`config.mk`:
```
export PLATFORM = sky130hd
export DESIGN_NAME = gray_tracker
export DESIGN_NICKNAME = d
export VERILOG_FILES = /design/src/rtl/gray_tracker.sv
export SDC_FILE = /design/constraint.sdc
export NUM_CORES = 1
export LEC_CHECK = 0
export ABC_AREA = 1
export ABC_CLOCK_PERIOD_IN_PS = 3000
export BUFFER_PORTS_ARGS = -buffer_cell sky130_fd_sc_hd__buf_4
export CORE_MARGIN = 10
export CORE_UTILIZATION = 45
export CTS_BUF_LIST = sky130_fd_sc_hd__clkbuf_4 sky130_fd_sc_hd__clkbuf_8 sky130_fd_sc_hd__clkbuf_16
export DETAILED_ROUTE_END_ITERATION = 16
export PLACE_DENSITY = 0.68
export SLEW_MARGIN = 20
export SYNTH_ARGS = -nofsm -noshare
export SYNTH_HDL_FRONTEND = slang
export SYNTH_SLANG_ARGS = --single-unit
```
`constraint.sdc`:
```
create_clock -name Clk -period 3 [get_ports Clk]
set_input_delay 0.45 -clock Clk [delete_from_list [all_inputs] [get_ports Clk]]
set_output_delay 0.45 -clock Clk [all_outputs]
set_load 0.01 [all_outputs]
```
`src/rtl/gray_tracker.sv`:
```
// Tracks a Gray-coded counter: decodes to binary, checks hold/+1 steps, counts wraps, flags errors.
// Latency: a sample accepted at edge N shows on every output after edge N (1 cycle, all registered).
// Backpressure: none; every Valid-qualified sample is consumed on the edge it is presented.
module gray_tracker #(
   parameter int W  = 3,
   parameter int CW = 4
) (
   input  logic          Clk,
   input  logic          Reset,
   input  logic          Valid,
   input  logic [W-1:0]  GrayIn,
   output logic [W-1:0]  Binary,
   output logic          Step,
   output logic [CW-1:0] Wraps,
   output logic          Overflow,
   output logic          Locked,
   output logic          Error
);

   typedef enum logic [1:0] {
      UNLOCKED = 2'd0,
      LOCKED   = 2'd1,
      FAULT    = 2'd2
   } state_t;

   localparam logic [CW-1:0] WRAP_MAX = {CW{1'b1}};
   localparam logic [W-1:0]  BIN_MAX  = {W{1'b1}};
   localparam logic [W-1:0]  BIN_ONE  = W'(1);

   state_t         state;
   logic [W-1:0]   bin_new;
   logic [W-1:0]   delta;
   logic           is_wrap;

   // Gray-to-binary decode: each binary bit is the XOR of all Gray bits at or above it.
   always_comb begin
      bin_new = '0;
      bin_new[W-1] = GrayIn[W-1];
      for (int i = W-2; i >= 0; i--) begin
         bin_new[i] = bin_new[i+1] ^ GrayIn[i];
      end
   end

   // Modular distance from the held position; a legal sample is 0 (hold) or 1 (advance).
   always_comb begin
      delta   = bin_new - Binary;
      is_wrap = (Binary == BIN_MAX) && (bin_new == '0);
   end

   // Tracking state machine; Step is a pulse so it defaults low every cycle.
   always_ff @(posedge Clk) begin
      if (Reset) begin
         state    <= UNLOCKED;
         Binary   <= '0;
         Step     <= 1'b0;
         Wraps    <= '0;
         Overflow <= 1'b0;
         Locked   <= 1'b0;
         Error    <= 1'b0;
      end else begin
         Step <= 1'b0;
         if (Valid) begin
            case (state)
               UNLOCKED: begin
                  // First sample is taken as the reference without any delta check.
                  Binary <= bin_new;
                  Locked <= 1'b1;
                  state  <= LOCKED;
               end
               LOCKED: begin
                  if (delta == '0) begin
                     // Counter held still; nothing to update.
                  end else if (delta == BIN_ONE) begin
                     Binary <= bin_new;
                     Step   <= 1'b1;
                     if (is_wrap) begin
                        Overflow <= 1'b1;
                        if (Wraps != WRAP_MAX) begin
                           Wraps <= Wraps + CW'(1);
                        end
                     end
                  end else begin
                     // Skips and backward moves both land here; position is frozen.
                     Error  <= 1'b1;
                     Locked <= 1'b0;
                     state  <= FAULT;
                  end
               end
               FAULT: begin
                  // Resynchronise only on a zero code so the restart point is unambiguous.
                  if (bin_new == '0) begin
                     Binary <= '0;
                     Locked <= 1'b1;
                     state  <= LOCKED;
                  end
               end
               default: begin
                  state  <= UNLOCKED;
                  Locked <= 1'b0;
               end
            endcase
         end
      end
   end

endmodule

```
# ---- Word-level counts from Yosys, hierarchy flattened
# Cells that the tools add are included.
# W data, S select, Z words.
dict set report classes {
  n_addsub 2
  mul 0
  div_mod_pow 0
  magnitude_cmp 0
  eq_ne 9
  shift 0
  mux 13
  n_bitwise 6
  n_reduce_logical 11
}
# op count
set op_table {}
lappend op_table {{$reduce_and A5 Y1} 2}
lappend op_table {{$mux W3} 3}
lappend op_table {{$pmux W3 S3} 1}
lappend op_table {{$ne A2 B2 Y1 const B} 4}
lappend op_table {{$reduce_and A4 Y1} 2}
lappend op_table {{$logic_not A3 Y1} 2}
lappend op_table {{$mux W2} 3}
lappend op_table {{$pmux W2 S3} 1}
lappend op_table {{$reduce_and A6 Y1} 1}
lappend op_table {{$add A4 B1 Y4 const B} 1}
lappend op_table {{$mux W1} 4}
lappend op_table {{$ne A4 B4 Y1 const B} 1}
lappend op_table {{$not A1 Y1} 4}
lappend op_table {{$reduce_or A4 Y1} 1}
lappend op_table {{$eq A3 B1 Y1 const B} 1}
lappend op_table {{$eq A3 B3 Y1 const B} 1}
lappend op_table {{$pmux W1 S3} 1}
lappend op_table {{$reduce_bool A3 Y1} 1}
lappend op_table {{$sub A3 B3 Y3} 1}
lappend op_table {{$eq A2 B1 Y1 const B} 1}
lappend op_table {{$eq A2 B2 Y1 const B} 1}
lappend op_table {{$logic_not A2 Y1} 1}
lappend op_table {{$xor A1 B1 Y1} 2}
lappend op_table {{$logic_and A1 B1 Y1} 1}
dict set report totals {
  reg_bits 13
  latch_bits 0
  ramBits 0
  mem_bits_ro 0
  inputBits 6
  out_inout_bits 11
  n_memories 0
}

# ---- Depth between registers and ports, before layout
# Gate-level depths: netlist of run 1.
dict set report depth {
  depth_word 7
  depth_mapped 18
}

# ---- Worst setup path before layout of run 1
# No wires, ideal clock.
dict set report synth_path {
  path_kind {input -> register}
  from {input GrayIn[2]}
  to {register Wraps[2]}
  setup_time_ns 0.132
  t_arrival_ns 2.095
  required_ns 2.868
  path_slack_ns 0.773
  path_stages 14
  n_path_buf 0
  cell_sequence {inv_2 -> nand2_1 -> nand2_1 -> xor2_1 -> inv_1 -> ha_1 -> inv_1 -> fa_1 -> nor2_1 -> nand3_2 -> nor2_1 -> nand3_2 -> nand2_1 -> a21oi_1}
}
dict set report synth_between {
  elab_chain_cells 6
  elab_cells_between_ends 9
}
# item line
set synth_rtl {}
lappend synth_rtl {{start, declared} 11} ;# input logic [W-1:0] GrayIn,
lappend synth_rtl {{$xor A1 B1 Y1 (2 in series)} 40} ;# bin_new[i] = bin_new[i+1] ^ GrayIn[i];
lappend synth_rtl {{$sub A3 B3 Y3} 46} ;# delta = bin_new - Binary;
lappend synth_rtl {{$logic_not A3 Y1} 71} ;# if (delta == '0) begin
lappend synth_rtl {{$not A1 Y1 (no source line)} --}
lappend synth_rtl {{$reduce_and A6 Y1 (no source line) (*)} --}
lappend synth_rtl {{end signal, assigned} 79} ;# Wraps <= Wraps + CW'(1);
lappend synth_rtl {{end, declared} 14} ;# output logic [CW-1:0] Wraps,
# Every way passes the cells marked *; elsewhere a longest branch is shown, timed or not.
# A chain may end at the register's enable or synchronous reset.

# ---- Final worst setup path of run 1
# Ends and elaborated chain as after synthesis.

==> results_dict.tcl, run 1 <==
set metrics [dict create \
    post-route-min-period_ns 2.217 \
    path_cells "buf_4 > inv_2 > nand2_1 > nand2_1 > xor2_1 > inv_1 > ha_1 > inv_1 > fa_1 > nor2_1 > nand3_2 > nor2_1 > nand3_2 > nand2_1 > a21oi_1" \
    power.total_mw 0.4313 \
    route.vias.total 705 \
    cts.sinks 12 \
    final_cell_count_no_fill 144 \
    finalHoldViolCount 0 \
    hp-class "primary input to register" \
    setup_viol 0 \
    switchingPower_mw 0.1424 \
    post_cts_resize_count 0 \
    min_period_over_period_pct 73.89 \
    timing.fmax_mhz 451.1 \
    grt_max_degree 13 \
    wl_per_cell_um 11.07 \
    postCtsSetupBuffers 0 \
    dp.cells 140 \
    pre_cts_ws_ns 0.4757 \
    p_clk_share_pct 31.3 \
    fill_cells 155 \
    fin_tns_setup_ns 0 \
    total_leakage_power_nw 0.4361 \
    endpoint_kind "register" \
    setup_ws_ns 0.7832 \
    maxCapViolations 0 \
    cp_top_family "simple AND/OR/NAND/NOR gates" \
    clk_latency_ns 0.28 \
    first_pass_iters 4 \
    path_max_fanout 5 \
    syn_area_per_cell_um2 6.864 \
    status "complete, no violations" \
    cts_hold_buf 0 \
    fin_skew_ns 0.001953 \
    power.density_mw_per_mm2 468.3 \
    relSlewSlack_pct 79.38 \
    n_antenna_cell 0 \
    ys_ff_latch 12 \
    wl_met2_um 714 \
    die-area_mm2 0.003694 \
    critical_path_arrival_ns 2.39 \
    ys_types 21 \
    gp_congestion 0.8548 \
    die_height_um 60.78 \
    seqPwrFrac_pct 41.1 \
    initial_core_util_pct 48.54 \
    cts.clk_slew.worst_paths_ns 0.08 \
    routed.top_layer "met4" \
    worst-path-buf-inv 4 \
    cts_buffer_depth 2 \
    core_mm2 0.001541 \
    cp_slowest_cell "fa_1" \
    tightest_slew_ns 0.3082 \
    syn-instance-count 109 \
    root_buffer "clkbuf_4" \
    netlist_area_um2 748.2 \
    drc 0 \
    fp.dieW_um 60.78 \
    critPathKind "primary input to register" \
    p_comb_share_pct 27.6 \
    rsz0062_at_grt "false" \
    irDropWorstVdd_mv 0.2909 \
    ys_seq_area_share_pct 32.11 \
    synth_nets 118 \
    htree_levels 1 \
    sw_frac_of_total_pct 33.02 \
    slowest_delay_ns 0.42 \
    cts_buffers 3 \
    area_growth_pct 23.08 \
    drive_gt1_share_pct 27.34 \
    finalMaxSlewViolations 0 \
    grt-ovfl-total 0 \
    start_kind "primary input" \
    grt_pass1_vias 710 \
    place_hpwl_um 1334 \
    numPortBuffers 16 \
    grt_pass1_wl_um 2891 \
    routedLengthMet1_um 716 \
    crit_top_cell "nand2_1" \
    grt_usage_pct 10.10 \
    nNetsFinal 138 \
    cp.required_ns 3.18 \
    io_pins 17 \
    ant_nets 0 \
    row_count 14 \
    yosys_warnings 0 \
    wl_met3_um 127 \
    drt_wl_total_um 1594 \
    tritoncts "done" \
    first_iter_violations 3 \
    avgViaCountPerCell 4.896 \
    p_int_mw 0.2889 \
    grt_antenna_before_repair 0 \
]
worst paths after layout:
path	from	slack (ns)	end	depth (start not counted)
max	GrayIn[2]	0.78	Wraps[2]	15
min	Reset	0.42	Wraps[3]	2
max reg2reg	Binary[0]	1.07	Wraps[0]	12
min reg2reg	Error	0.45	Error	2
sequential cells by signal (all words and copies together) (netlist names):
signal and count:
Binary 3, Error 1, Overflow 1, Step 1
Wraps 4, state 2
worst reg2reg max path, cell delays in order, from the launching register on:
cell,delay [ns]
dfxtp_1,0.39
ha_1,0.17
inv_1,0.05
fa_1,0.40
inv_1,0.07
nand2_1,0.07
nand2_1,0.08
nand2_2,0.08
nand3_2,0.10
nand2_2,0.08
nor2_4,0.16
nand3_1,0.09
a21oi_1,0.14
kinds of logic after synthesis:
logic type,count (synthesis),share of synthesized area (%)
AND/OR/NAND/NOR,58,39.97
buffers and inverters,22,11.04
flip-flops,12,32.11
AO/OA/AOI/OAI,11,7.357
XOR/XNOR,3,3.512
adder cells (fa/ha/maj),3,6.020
placed cells by master (no fill, tap or decap), types with 2 or more instances in the layout:
| master | instances |
|---|---|
| nor3_1 | 2 |
| nand3_2 | 4 |
| clkbuf_4 | 3 |
| nand2_1 | 18 |
| o21ai_1 | 4 |
| a21oi_1 | 7 |
| nor2_1 | 14 |
| nand2_2 | 4 |
| nor2_2 | 2 |
| xor2_1 | 2 |
| inv_1 | 17 |
| dfxtp_1 | 12 |
| nand3_1 | 10 |
| ha_1 | 2 |
| nand4_1 | 2 |
| buf_4 | 16 |
| inv_2 | 3 |
cell usage after synthesis (all sizes together):
cell type / count / share of area [%]
a21oi: 7 / 4.7
nand4: 2 / 1.7
dfxtp: 12 / 32
nor2: 17 / 10
nor3: 2 / 1.3
nand2: 22 / 12
clkinv: 1 / 0.50
clkbuf: 1 / 0.50
xnor2: 1 / 1.2
o21ai: 4 / 2.7
inv: 20 / 10
xor2: 2 / 2.3
nand3: 15 / 14
fa: 1 / 2.7
ha: 2 / 3.3
final cells by class:
class	instances	area, um^2	share of cell area, %
flip-flops and latches	12	240.2	26.09
clock buffers	4	36.28	3.940
well taps	16	20.02	2.174
multi-input cells	75	425.4	46.20
inverters	21	78.83	8.560
repair buffers	16	120.1	13.04
stage by stage:
stage	util (%)	cell area [um^2]	hold slack, ns
final	59.74	920.9	0.4236
after global routing	59.74	920.9	0.4413
after CTS	59.74	920.9	0.4282
after detailed placement	57.39	884.6	0.4461
after global placement	57.39	884.6	0.4425
after floorplan	-	748.2	0.4740
routing by layer:
layer / global-route usage (%) / vias up
met5: 0 / -
met4: 5.329 / 0
met3: 5.010 / 5
met2: 16.16 / 12
met1: 10.69 / 306
li1: - / 382
power groups by stage:
stage                     clock [mW]  combinational [mW]  sequential (mW)
final                          0.135               0.119            0.177
after global routing           0.145               0.140            0.179
after CTS                      0.137               0.121            0.178
after detailed placement           0               0.121            0.181
after global placement             0               0.118            0.181
after floorplan                    0              0.0823            0.184
(Power assumes the default switching activity.)
==> inputs of run 2 (changes only) <==
--- a/config.mk
+++ b/config.mk
@@ -5,14 +5,14 @@
 export SDC_FILE = /design/constraint.sdc
 export NUM_CORES = 1
 export LEC_CHECK = 0
-export ABC_AREA = 1
-export ABC_CLOCK_PERIOD_IN_PS = 3000
+export ABC_AREA = 0
+export ABC_CLOCK_PERIOD_IN_PS = 1880
 export BUFFER_PORTS_ARGS = -buffer_cell sky130_fd_sc_hd__buf_4
 export CORE_MARGIN = 10
 export CORE_UTILIZATION = 45
 export CTS_BUF_LIST = sky130_fd_sc_hd__clkbuf_4 sky130_fd_sc_hd__clkbuf_8 sky130_fd_sc_hd__clkbuf_16
 export DETAILED_ROUTE_END_ITERATION = 16
-export PLACE_DENSITY = 0.68
+export PLACE_DENSITY = 0.71
 export SLEW_MARGIN = 20
 export SYNTH_ARGS = -nofsm -noshare
 export SYNTH_HDL_FRONTEND = slang
==> constraint.sdc (replaced) <==
create_clock -name Clk -period 1.88 [get_ports Clk]
set_input_delay 0.282 -clock Clk [delete_from_list [all_inputs] [get_ports Clk]]
set_output_delay 0.282 -clock Clk [all_outputs]
set_load 0.01 [all_outputs]
==> run 2 against run 1 <==
Net effect:
- the run now ends with negative setup slack left
- flip-flop and latch count stayed put
- die area shrank 2.5%
- clock-buffer cell count stayed put
- worst setup slack got worse by 1.1 ns
- cell count is 14% lower
- clock skew down 0.00067 ns
==> results_dict.tcl, run 2 <==
set metrics [dict create \
    yosysTopAreaCell "dfxtp_1" \
    place_hpwl_um 1386 \
    grt_pass1_wl_um 2987 \
    start_kind "primary input" \
    drc 0 \
    fill_cells 124 \
    final_cell_count_no_fill 124 \
    grt-ovfl-total 0 \
    rsz0062_at_grt "true" \
    finalHoldViolCount 0 \
    grt_max_degree 18 \
    ys_ff_latch 12 \
    ys_seq_area_share_pct 33.33 \
    cts_hold_buf 0 \
    post-route-min-period_ns 2.194 \
    yosys_most_used_dff "dfxtp_1" \
    timing.hold.ws_ns 0.3026 \
    root_buffer "clkbuf_4" \
    route.vias.total 675 \
    r2r_start "Binary[0]" \
    yosys-top-cells-count "dfxtp_1, a21oi_1, inv_1, nor2_1, nor2b_1" \
    wl_per_cell_um 14.28 \
    endpoint_kind "register" \
    setup_ws_ns -0.3136 \
    setup_viol 11 \
    area_growth_pct 51.56 \
    cp.required_ns 2.04 \
    grt_pass1_vias 717 \
    cts.clk_slew.worst_paths_ns 0.08 \
    syn-instance-count 72 \
    largest_register_ffs 4 \
    min_to "Error" \
    grt_usage_pct 10.68 \
    top_register "Wraps" \
    grt_antenna_before_repair 0 \
    ff2ff_path_depth 7 \
    hold_depth 2 \
    htree_levels 1 \
    drive_gt1_share_pct 50.93 \
    n_antenna_cell 0 \
    path_max_fanout 2 \
    row_count 14 \
    initial_core_util_pct 47.84 \
    drt_wl_total_um 1771 \
    ant_nets 0 \
    timing.fmax_mhz 455.9 \
    maxCapViolations 0 \
    die_height_um 60.02 \
    hp-class "primary input to register" \
    yosys_warnings 0 \
    clk_latency_ns 0.27 \
    relSlewSlack_pct 70.76 \
    ys_types 36 \
    r2r_end "Wraps[0]" \
    power.density_mw_per_mm2 738.4 \
    min_period_over_period_pct 116.7 \
    synth_nets 81 \
    finalMaxSlewViolations 0 \
    die-area_mm2 0.003602 \
    mostFrequentLayoutCells "buf_4, dfxtp_1, nor2_1" \
    avgViaCountPerCell 5.444 \
    synth_edf_count 0 \
    tightest_slew_ns 0.4386 \
    cts.sinks 12 \
    total_leakage_power_nw 0.4933 \
    yosysMostFrequentCell "dfxtp_1" \
    critPathKind "primary input to register" \
    nNetsFinal 118 \
    reg2reg_slack_ns -0.17 \
    irDropWorstVdd_mv 0.5003 \
    io_pins 17 \
    numPortBuffers 16 \
    async_flop_share_pct 0 \
    core_mm2 0.001506 \
    netlist_area_um2 720.7 \
    cts_buffers 3 \
    fp.dieW_um 60.02 \
    synth_top_area_share_pct 33.33 \
    dp.cells 116 \
    tritoncts "done" \
    first_pass_iters 4 \
    violations "negative setup slack" \
    gp_congestion 0.7770 \
    cts_buffer_depth 2 \
    fin_skew_ns 0.001279 \
    status "finished, violations left" \
    final_common_cell "buf_4" \
    first_iter_violations 10 \
    largestRegisters "Wraps: 4 flops, Binary: 3 flops, state: 2 flops" \
    hp-start "Reset" \
    critical_path_arrival_ns 2.36 \
    synth_area_leaders "dfxtp_1, nor2b_1, nand4bb_4, nand4b_1, o41ai_1" \
    syn_area_per_cell_um2 10.01 \
]
==> run 2: cell types whose count changed after synthesis, moves of 3 or more <==
| cell | delta |
|---|---|
| inv_1 | -12 |
| inv_2 | -3 |
| nand2_1 | -17 |
| nand2_2 | -4 |
| nand3_1 | -9 |
| nand3_2 | -4 |
| nand4b_1 | +3 |
| nor2_1 | -9 |
| nor2b_1 | +5 |
| o21ai_1 | -4 |
| o41ai_1 | +3 |
==> run 2: cells by family after synthesis <==
logic type | after synthesis | synth area share (%)
AO/OA/AOI/OAI | 15 | 14.06
XOR/XNOR | 3 | 5.729
adder cells (fa/ha/maj) | 3 | 6.250
buffers and inverters | 6 | 4.340
flip-flops | 12 | 33.33
multiplexers | 2 | 2.951
AND/OR/NAND/NOR | 31 | 33.34
==> run 2: where the power goes <==
part / internal [mW] / switching, mW
combinational: 0.177 / 0.134
sequential: 0.271 / 0.0144
clock: 0.118 / 0.0922
total: 0.566 / 0.241
==> run 2: worst max-delay path by stage <==
| stage | start | end | slack, ns | depth (start not counted) |
|---|---|---|---|---|
| after floorplan | GrayIn[2] | Wraps[0] | -0.53 | 9 |
| after global placement | GrayIn[2] | Wraps[0] | -0.62 | 10 |
| after detailed placement | GrayIn[2] | Wraps[0] | -0.65 | 10 |
| after CTS | GrayIn[1] | Wraps[0] | -0.30 | 10 |
| after global routing | GrayIn[2] | Wraps[0] | -0.41 | 11 |
| final | GrayIn[2] | Wraps[0] | -0.31 | 10 |
==> run 2: stage by stage <==
step	area [um^2]	power (mW)	util (%)	setup TNS [ns]	setup WS [ns]
floorplan	770.7	0.4604	-	-2.654	-0.5313
global placement	996.0	0.5649	66.11	-5.587	-0.6205
detailed placement	996.0	0.5712	66.11	-5.991	-0.6538
CTS	1079	0.8041	71.59	-2.467	-0.3024
global route	1092	0.8492	72.51	-3.496	-0.4087
finish	1092	0.8065	72.51	-2.137	-0.3136
==> run 2: worst max-delay path, cell delays in order <==
cell     delay, ns
buf_6         0.11
xnor2_4       0.18
xor2_2        0.17
ha_2          0.19
inv_2         0.03
fa_2          0.32
xnor3_2       0.23
or2_1         0.24
and4b_1       0.29
mux2_4        0.30
==> run 2: layer usage <==
layer / global-route usage (%) / part of all wire, %
met5: 0 / 0
met4: 7.051 / 3.0
met3: 2.966 / 6.2
met2: 18.82 / 50
met1: 10.57 / 40
==> run 2: what timing repair did <==
action                                  4_1_cts  5_1_grt
endpoints found under the setup margin       12       12
buffers inserted                              3        1
pin swaps                                    10        8
hold endpoints to repair                      0        0
resized for setup                             6        2
==> run 2: cell type report <==
class / count / area, um^2 / share of cell area (%)
inverter: 5 / 18.77 / 1.718
tap: 16 / 20.02 / 1.833
clock buffer: 4 / 36.28 / 3.322
multi-input combinational: 54 / 518.0 / 47.42
timing repair buffer: 33 / 259.0 / 23.71
sequential: 12 / 240.2 / 21.99
